<file path="config.mk">
export PLATFORM = sky130hd
export DESIGN_NAME = wdt_ctrl
export DESIGN_NICKNAME = d
export VERILOG_FILES = /design/src/rtl/wdt_ctrl.sv
export SDC_FILE = /design/constraint.sdc
export NUM_CORES = 1
export LEC_CHECK = 0
export BUFFER_PORTS_ARGS = -buffer_cell sky130_fd_sc_hd__buf_2
export CORE_MARGIN = 3
export CORE_UTILIZATION = 45
export DETAILED_ROUTE_END_ITERATION = 10
export PLACE_DENSITY = 0.85
export SYNTH_ARGS = -nofsm -noshare
export SYNTH_HDL_FRONTEND = slang
export SYNTH_SLANG_ARGS = --single-unit
</file>
<file path="constraint.sdc">
create_clock -name clk -period 1.7 [get_ports clk]
set_input_delay 0.34 -clock clk [delete_from_list [all_inputs] [get_ports clk]]
set_output_delay 0.34 -clock clk [all_outputs]
set_load 0.01 [all_outputs]
</file>
<file path="src/rtl/wdt_ctrl.sv">
// wdt_ctrl: bus-mapped control front end for an external watchdog timer
module wdt_ctrl #(
    parameter int KICK_HOLD = 8
) (
    input  logic        clk,
    input  logic        rst,
    input  logic        req_valid,
    output logic        req_ready,
    input  logic        req_write,
    input  logic [3:0]  req_addr,
    input  logic [31:0] req_wdata,
    output logic        rsp_valid,
    input  logic        rsp_ready,
    output logic [31:0] rsp_rdata,
    output logic        rsp_err,
    output logic        WDEN,
    output logic        WDLIVE,
    output logic [31:0] WTOCNT,
    input  logic        WTO,
    output logic        irq
);
    localparam logic [0:0]  S_IDLE   = 1'b0;
    localparam logic [0:0]  S_RESP   = 1'b1;
    localparam logic [31:0] KICK_KEY = 32'h5A5A_0001;
    localparam logic [7:0]  HOLD     = 8'(KICK_HOLD);

    logic [0:0]  r_state;
    logic        r_en, r_ie, r_to, r_s1, r_s2, r_s2d, r_err;
    logic [7:0]  r_kick;
    logic [31:0] r_tocnt, r_rdata;
    logic        w_acc, w_ok, w_wr, w_rise, w_kick_bad;
    logic        w_ctrl_wr, w_kick_ok, w_toc_wr, w_stat_wr, w_err;
    logic [1:0]  w_sel;
    logic [31:0] w_rdata;

    assign w_acc      = req_valid && r_state == S_IDLE;
    assign w_ok       = req_addr[1:0] == 2'b00;
    assign w_sel      = req_addr[3:2];
    assign w_wr       = w_acc && w_ok && req_write;
    assign w_ctrl_wr  = w_wr && w_sel == 2'd0;
    assign w_kick_ok  = w_wr && w_sel == 2'd1 && req_wdata == KICK_KEY;
    assign w_toc_wr   = w_wr && w_sel == 2'd2 && !r_en;
    assign w_stat_wr  = w_wr && w_sel == 2'd3;
    assign w_kick_bad = req_write && w_sel == 2'd1 && req_wdata != KICK_KEY;
    assign w_err      = !w_ok || w_kick_bad || (req_write && w_sel == 2'd2 && r_en);
    assign w_rise     = r_s2 && !r_s2d;
    assign w_rdata    = (!w_ok || req_write) ? 32'd0 :
                        w_sel == 2'd0 ? {30'd0, r_ie, r_en} :
                        w_sel == 2'd2 ? r_tocnt :
                        w_sel == 2'd3 ? {29'd0, WDLIVE, r_s2, r_to} : 32'd0;

    assign req_ready = r_state == S_IDLE;
    assign rsp_valid = r_state == S_RESP;
    assign rsp_rdata = r_rdata;
    assign rsp_err   = r_err;
    assign WDEN      = r_en;
    assign WDLIVE    = r_kick != 8'd0;
    assign WTOCNT    = r_tocnt;
    assign irq       = r_to && r_ie;

    // handshake FSM; response captured at acceptance and held through RESP
    always_ff @(posedge clk or negedge rst) begin
        if (!rst) begin
            r_state <= S_IDLE;
            r_rdata <= '0;
            r_err   <= 1'b0;
        end else if (w_acc) begin
            r_state <= S_RESP;
            r_rdata <= w_rdata;
            r_err   <= w_err;
        end else if (r_state == S_RESP && rsp_ready) begin
            r_state <= S_IDLE;
        end
    end

    // CTRL bits and timeout count; count is frozen while the watchdog runs
    always_ff @(posedge clk or negedge rst) begin
        if (!rst) begin
            r_en    <= 1'b0;
            r_ie    <= 1'b0;
            r_tocnt <= 32'hFFFF_FFFF;
        end else begin
            if (w_ctrl_wr) begin
                r_en <= req_wdata[0];
                r_ie <= req_wdata[1];
            end
            if (w_toc_wr) r_tocnt <= req_wdata;
        end
    end

    // kick stretcher: a valid kick (re)loads the hold count, WDLIVE while nonzero
    always_ff @(posedge clk or negedge rst) begin
        if (!rst) r_kick <= '0;
        else if (w_kick_ok) r_kick <= HOLD;
        else if (r_kick != 8'd0) r_kick <= r_kick - 8'd1;
    end

    // WTO synchronizer and sticky timeout flag; a new edge wins over a clear
    always_ff @(posedge clk or negedge rst) begin
        if (!rst) begin
            r_s1  <= 1'b0;
            r_s2  <= 1'b0;
            r_s2d <= 1'b0;
            r_to  <= 1'b0;
        end else begin
            r_s1  <= WTO;
            r_s2  <= r_s1;
            r_s2d <= r_s2;
            r_to  <= w_rise || (r_to && !(w_stat_wr && req_wdata[0]));
        end
    end
endmodule

</file>
Word-level counts from Yosys, hierarchy flattened
Index checks and enable logic that the tools add are counted.

Output and inout port bits: 70. Register bits after elaboration: 80. Input bits: 42. Logic and storage cells: 57.

Reductions and logical operators: 31. $add $sub $neg: 1. Equality and inequality tests: 5. Mux-type cells: 8. Bitwise logic cells: 1.

Operator list (number): two-way mux 32 bit (3); == test 32 x 31 -> 1 bit (second input constant) (1); inequality test 32 x 31 -> 1 bit (second input constant) (1); logical AND 1 bit (18); two-way mux 8 bit (2); nonzero test 8 bit (1); subtractor 8 x 1 -> 8 bit (second input constant) (1); == test 2 bit (second input constant) (2); logical NOT 1 bit (4); logical NOT 2 bit (2); logical OR 1 bit (4); nonzero test 2 bit (2); two-way mux 3 bit (1); == test 2 x 1 -> 1 bit (second input constant) (1); two-way mux 1 bit (2); NOT 1 bit (1).

Longest topological paths before layout
Depth in word-level cells: 9. Depth in mapped cells: 7. Mapped depth without buffers: 6.

Worst setup path after synthesis
OpenSTA, ideal clock, no wires.

Kind: reg-to-reg. From: reg r_state, in the netlist rsp_valid. To: reg r_tocnt[0], in the netlist WTOCNT[0]. Arrival: 1628 ps. Path buffers: 2. Period minus slack after synthesis: 1711 ps. Library setup time: 82 ps. Cell stages (with the launch flop): 7. Path slack: -11 ps. Required time: 1618 ps. Cell sequence: dfrtp_1 > nor2b_4 > nand3_1 > or3_1 > buf_2 > buf_6 > mux2_4.

Cells in the longest elaborated chain, start to end: 6.

Ends and longest elaborated chain: start: declaration (line 27) `logic [0:0] r_state;`; start signal: assignment (line 64) `r_state <= S_IDLE;`; start signal: assignment (line 68) `r_state <= S_RESP;`; start signal: assignment (line 72) `r_state <= S_IDLE;`; NOT 1 bit (line 36) `assign w_acc = req_valid && r_state == S_IDLE;`; logical AND 1 bit (line 36); logical AND 1 bit (2 in series) (line 39) `assign w_wr = w_acc && w_ok && req_write;`; logical AND 1 bit (2 in series) (line 42) `assign w_toc_wr = w_wr && w_sel == 2'd2 && !r_en;`; end signal: assignment (line 87) `if (w_toc_wr) r_tocnt <= req_wdata;`; end: declaration (line 30) `logic [31:0] r_tocnt, r_rdata;`.

No other way between the ends. A chain may end at the register's enable or synchronous reset.

Worst setup path in the final report
From: reg r_kick[0]. To: out WDLIVE.

Cells in the longest elaborated chain, start to end: 1.

Ends and longest elaborated chain: start: declaration (line 29) `logic [7:0] r_kick;`; start signal: assignment (line 95) `else if (r_kick != 8'd0) r_kick <= r_kick - 8'd1;`; nonzero test 8 bit (line 57) `assign WDLIVE = r_kick != 8'd0;`; end: declaration (line 17) `output logic WDLIVE,`.

No other way between the ends.

==> impl_metrics.tcl <==
set metrics [dict create \
    outcome "complete, but fails checks" \
    violations_in_the_final_reports "negative setup slack" \
    startpoint_type "register" \
    grt_pass1_wl_um 13600 \
    timing.final.crit_period_ps 1760 \
    power.density_cell_area_nw_per_um2 964 \
    synth-edff-count 0 \
    clock_skew_ps 13.6 \
    pin_count_of_the_biggest_net_entering_global_routing 47 \
    mappedNetlistArea_sq_um 3380 \
    synthesis.nets 280 \
    setup_viol_count_final 2 \
    critical_path_class "reg -> out" \
    ioPinCount 112 \
    design.die.area_sq_um 8600 \
    postSynth.asyncResetShare_pct 100 \
    dp.final_hpwl_um 6020 \
    final_cells 476 \
    finish.net_count 419 \
    worst_setup_path_end_kind "primary output" \
    via_count 2509 \
    cts.reportedPaths.clkPinSlew_ps 90 \
    via_per_inst 5.27 \
    fillers 575 \
    wire_per_inst_um 17.6 \
    drt_drc 0 \
    postRouteAntennaNets 0 \
    grt-ovfl-total 0 \
    synth_seq_area_share_pct 60.4 \
    yosysWarnings 0 \
    gr-usage-all-layers_pct 20.2 \
    worst_skew_pair.late_latency_ps 340 \
    synth_cell_types 34 \
    critical_path_peak_fanout 2 \
    layout.core_utilization_pct 63.7 \
    syn_to_final_growth_pct 33.0 \
    timing.hold.ws_ps 104 \
    max-vdd-ir-drop_uv 480 \
    holdCritStartpoint "WTO" \
    start_util_pct 47.9 \
    post-place-cells 456 \
    synth_flop_cell "dfrtp_1" \
    period_share_pct 103 \
    placeableCoreArea_sq_um 7060 \
    postRouteWirelength_um 8370 \
    multi_input_area_sq_um 1310 \
    synth_cells 236 \
    leakagePower_nw 2.33 \
    cts_root_buf "clkbuf_8" \
    final_max_slew_viol_count 0 \
    reg_to_reg_critical_path_startpoint "r_kick[0]$_DFFE_PN0P_" \
    unrepaired_setup_endpoints_after_global_routing "true" \
    worst_r2r_path_depth 5 \
    placement.io_buffers 111 \
    max-cap-violations 0 \
    die_width_um 92.7 \
    drt_first_pass_iters 4 \
    die_y_um 92.7 \
    htree_levels 3 \
    fmax_mhz 569 \
    worst_slew_pin_slew_ps 387 \
    synth-seq-cells 80 \
    grt_pass1_vias 2632 \
    number_of_antenna_violations_at_the_first_check_in_global_routing 0 \
    final_hold_viol_count 0 \
    crit_start "r_kick[0]$_DFFE_PN0P_" \
    first_iter_violations 73 \
    row_count 30 \
    timing.slew.headroom_pct 73.9 \
    ff_latch_area_sq_um 2040 \
    ctsLongestPathBuffers 2 \
    critPathArrivalTime_ps 1420 \
    worst_ep_required_time_ps 1360 \
    routability_congestion_estimate 0.737 \
    diodes 0 \
    cts_made_buffers 9 \
    setup_ws_ps -58.4 \
    min-delay-path-class "in -> reg" \
    syn_area_per_cell_sq_um 14.3 \
    layout_cell_share_with_drive_strength_beyond_1_pct 61.3 \
    min_path_cells 1 \
    clock-sinks 80 \
    tritoncts_clock_tree "built" \
]
[cells in the mapped netlist (4+ instances only)]
cell type / instances / area [sq um]
mux2_2: 4 / 45.0
mux2_4: 30 / 450
nand2_1: 9 / 33.8
nor2_1: 11 / 41.3
buf_2: 4 / 20.0
dfstp_2: 32 / 841
nor4_1: 4 / 25.0
dfrtp_1: 48 / 1200
o21ai_0: 6 / 30.0
inv_1: 7 / 26.3
nor4bb_1: 4 / 40.0
clkbuf_1: 4 / 15.0
a22o_1: 31 / 272
[flip-flops by register name, indices dropped and copies added (netlist names)]
register and cells:
r_to 1, WDEN 1, r_kick 8, rsp_rdata 32, rsp_err 1, r_s1 1, WTOCNT 32, r_s2 1
rsp_valid 1, r_s2d 1, r_ie 1
[path summary, 6_finish.rpt]
kind                                              to  slack (ps)
min reg2reg                           r_s2$_DFF_PN0_         370
min                                   r_s1$_DFF_PN0_         100
max reg2reg                    r_kick[7]$_DFFE_PN0P_         -20
max                                           WDLIVE         -60
min in group asynchronous  rsp_rdata[17]$_DFFE_PN0N_         400
max in group asynchronous     WTOCNT[11]$_DFFE_PN1P_         720
[per-stage QoR]
stage	power (mW)	setup WS [ps]	area, sq um	TNS, ps
after global routing	4.54	-188	4500	-432
final	4.33	-58.4	4500	-75.7
after global placement	3.01	-173	4210	-5150
after floorplan	2.66	6.88	3390	0
after detailed placement	3.03	-155	4210	-5570
after CTS	4.37	-79.4	4490	-117
[cell usage in the layout, fill, tap and decap left out, types with 2 or more instances in the layout]
cell	count
a211o_1	2
a21oi_1	3
a22o_1	31
buf_12	2
buf_2	110
buf_4	25
clkbuf_8	10
clkinvlp_4	3
dfrtp_1	48
dfstp_2	32
inv_1	5
inv_2	2
inv_6	2
mux2_2	4
mux2_4	30
mux2i_1	3
nand2_1	9
nand3_1	2
nand4_1	3
nor2_1	10
nor2b_1	2
nor3_1	2
nor4_1	3
nor4b_1	2
nor4bb_1	4
o21ai_0	6
or3_1	2
xnor2_1	3
[routing by layer]
layer,GRT usage (%),part of all wire [%],up-vias
li1,-,-,1151
met1,27.3,45,1243
met2,32.8,47,105
met3,4.39,6.5,10
met4,6.23,1.4,0
met5,0,0,-
[critical path: stages, from the launching register on]
cell and delay, ps:
dfrtp_1 400, inv_2 90, ha_4 130, nor4b_4 200, nand2_1 110, buf_2 150
[repair_timing]
item | CTS | global route
endpoints found under the hold margin | 8 | 0
pin swaps | 1 | 1
cloned | 1 | 0
setup buffers | 3 | 0
resized for setup | 8 | 3
setup endpoints to repair | 35 | 7
hold buffers | 1 | 0
[cell families after synthesis]
kind of cell               after synthesis  share of synthesized area [%]
xor gates and xnor gates                 3                          0.777
and+or+nand+nor                         49                           8.69
buffers and inverters                   18                           2.81
muxes                                   37                           15.5
DFF                                     80                           60.4
adders and majority gates                2                          0.740
AOI/OAI and AO/OA                       47                           11.1
[power by group]
group          switching [mW]  leakage (nW)  internal [mW]  total [mW]
clock network           0.741        0.0875          0.591        1.33
registers               0.144         0.964           2.16        2.31
logic                   0.324          1.28          0.372       0.697
total                    1.21          2.33           3.13        4.33
[layout make-up]
cell class / instances / share of cell area (%)
Clock buffer: 10 / 3.06
Clock inverter: 6 / 1.14
Inverter: 7 / 0.584
Multi-Input combinational cell: 138 / 29.0
Sequential cell: 80 / 45.4
Tap cell: 96 / 2.67
Timing Repair Buffer: 139 / 18.1
Note: power is estimated with default switching activity, not from simulation.
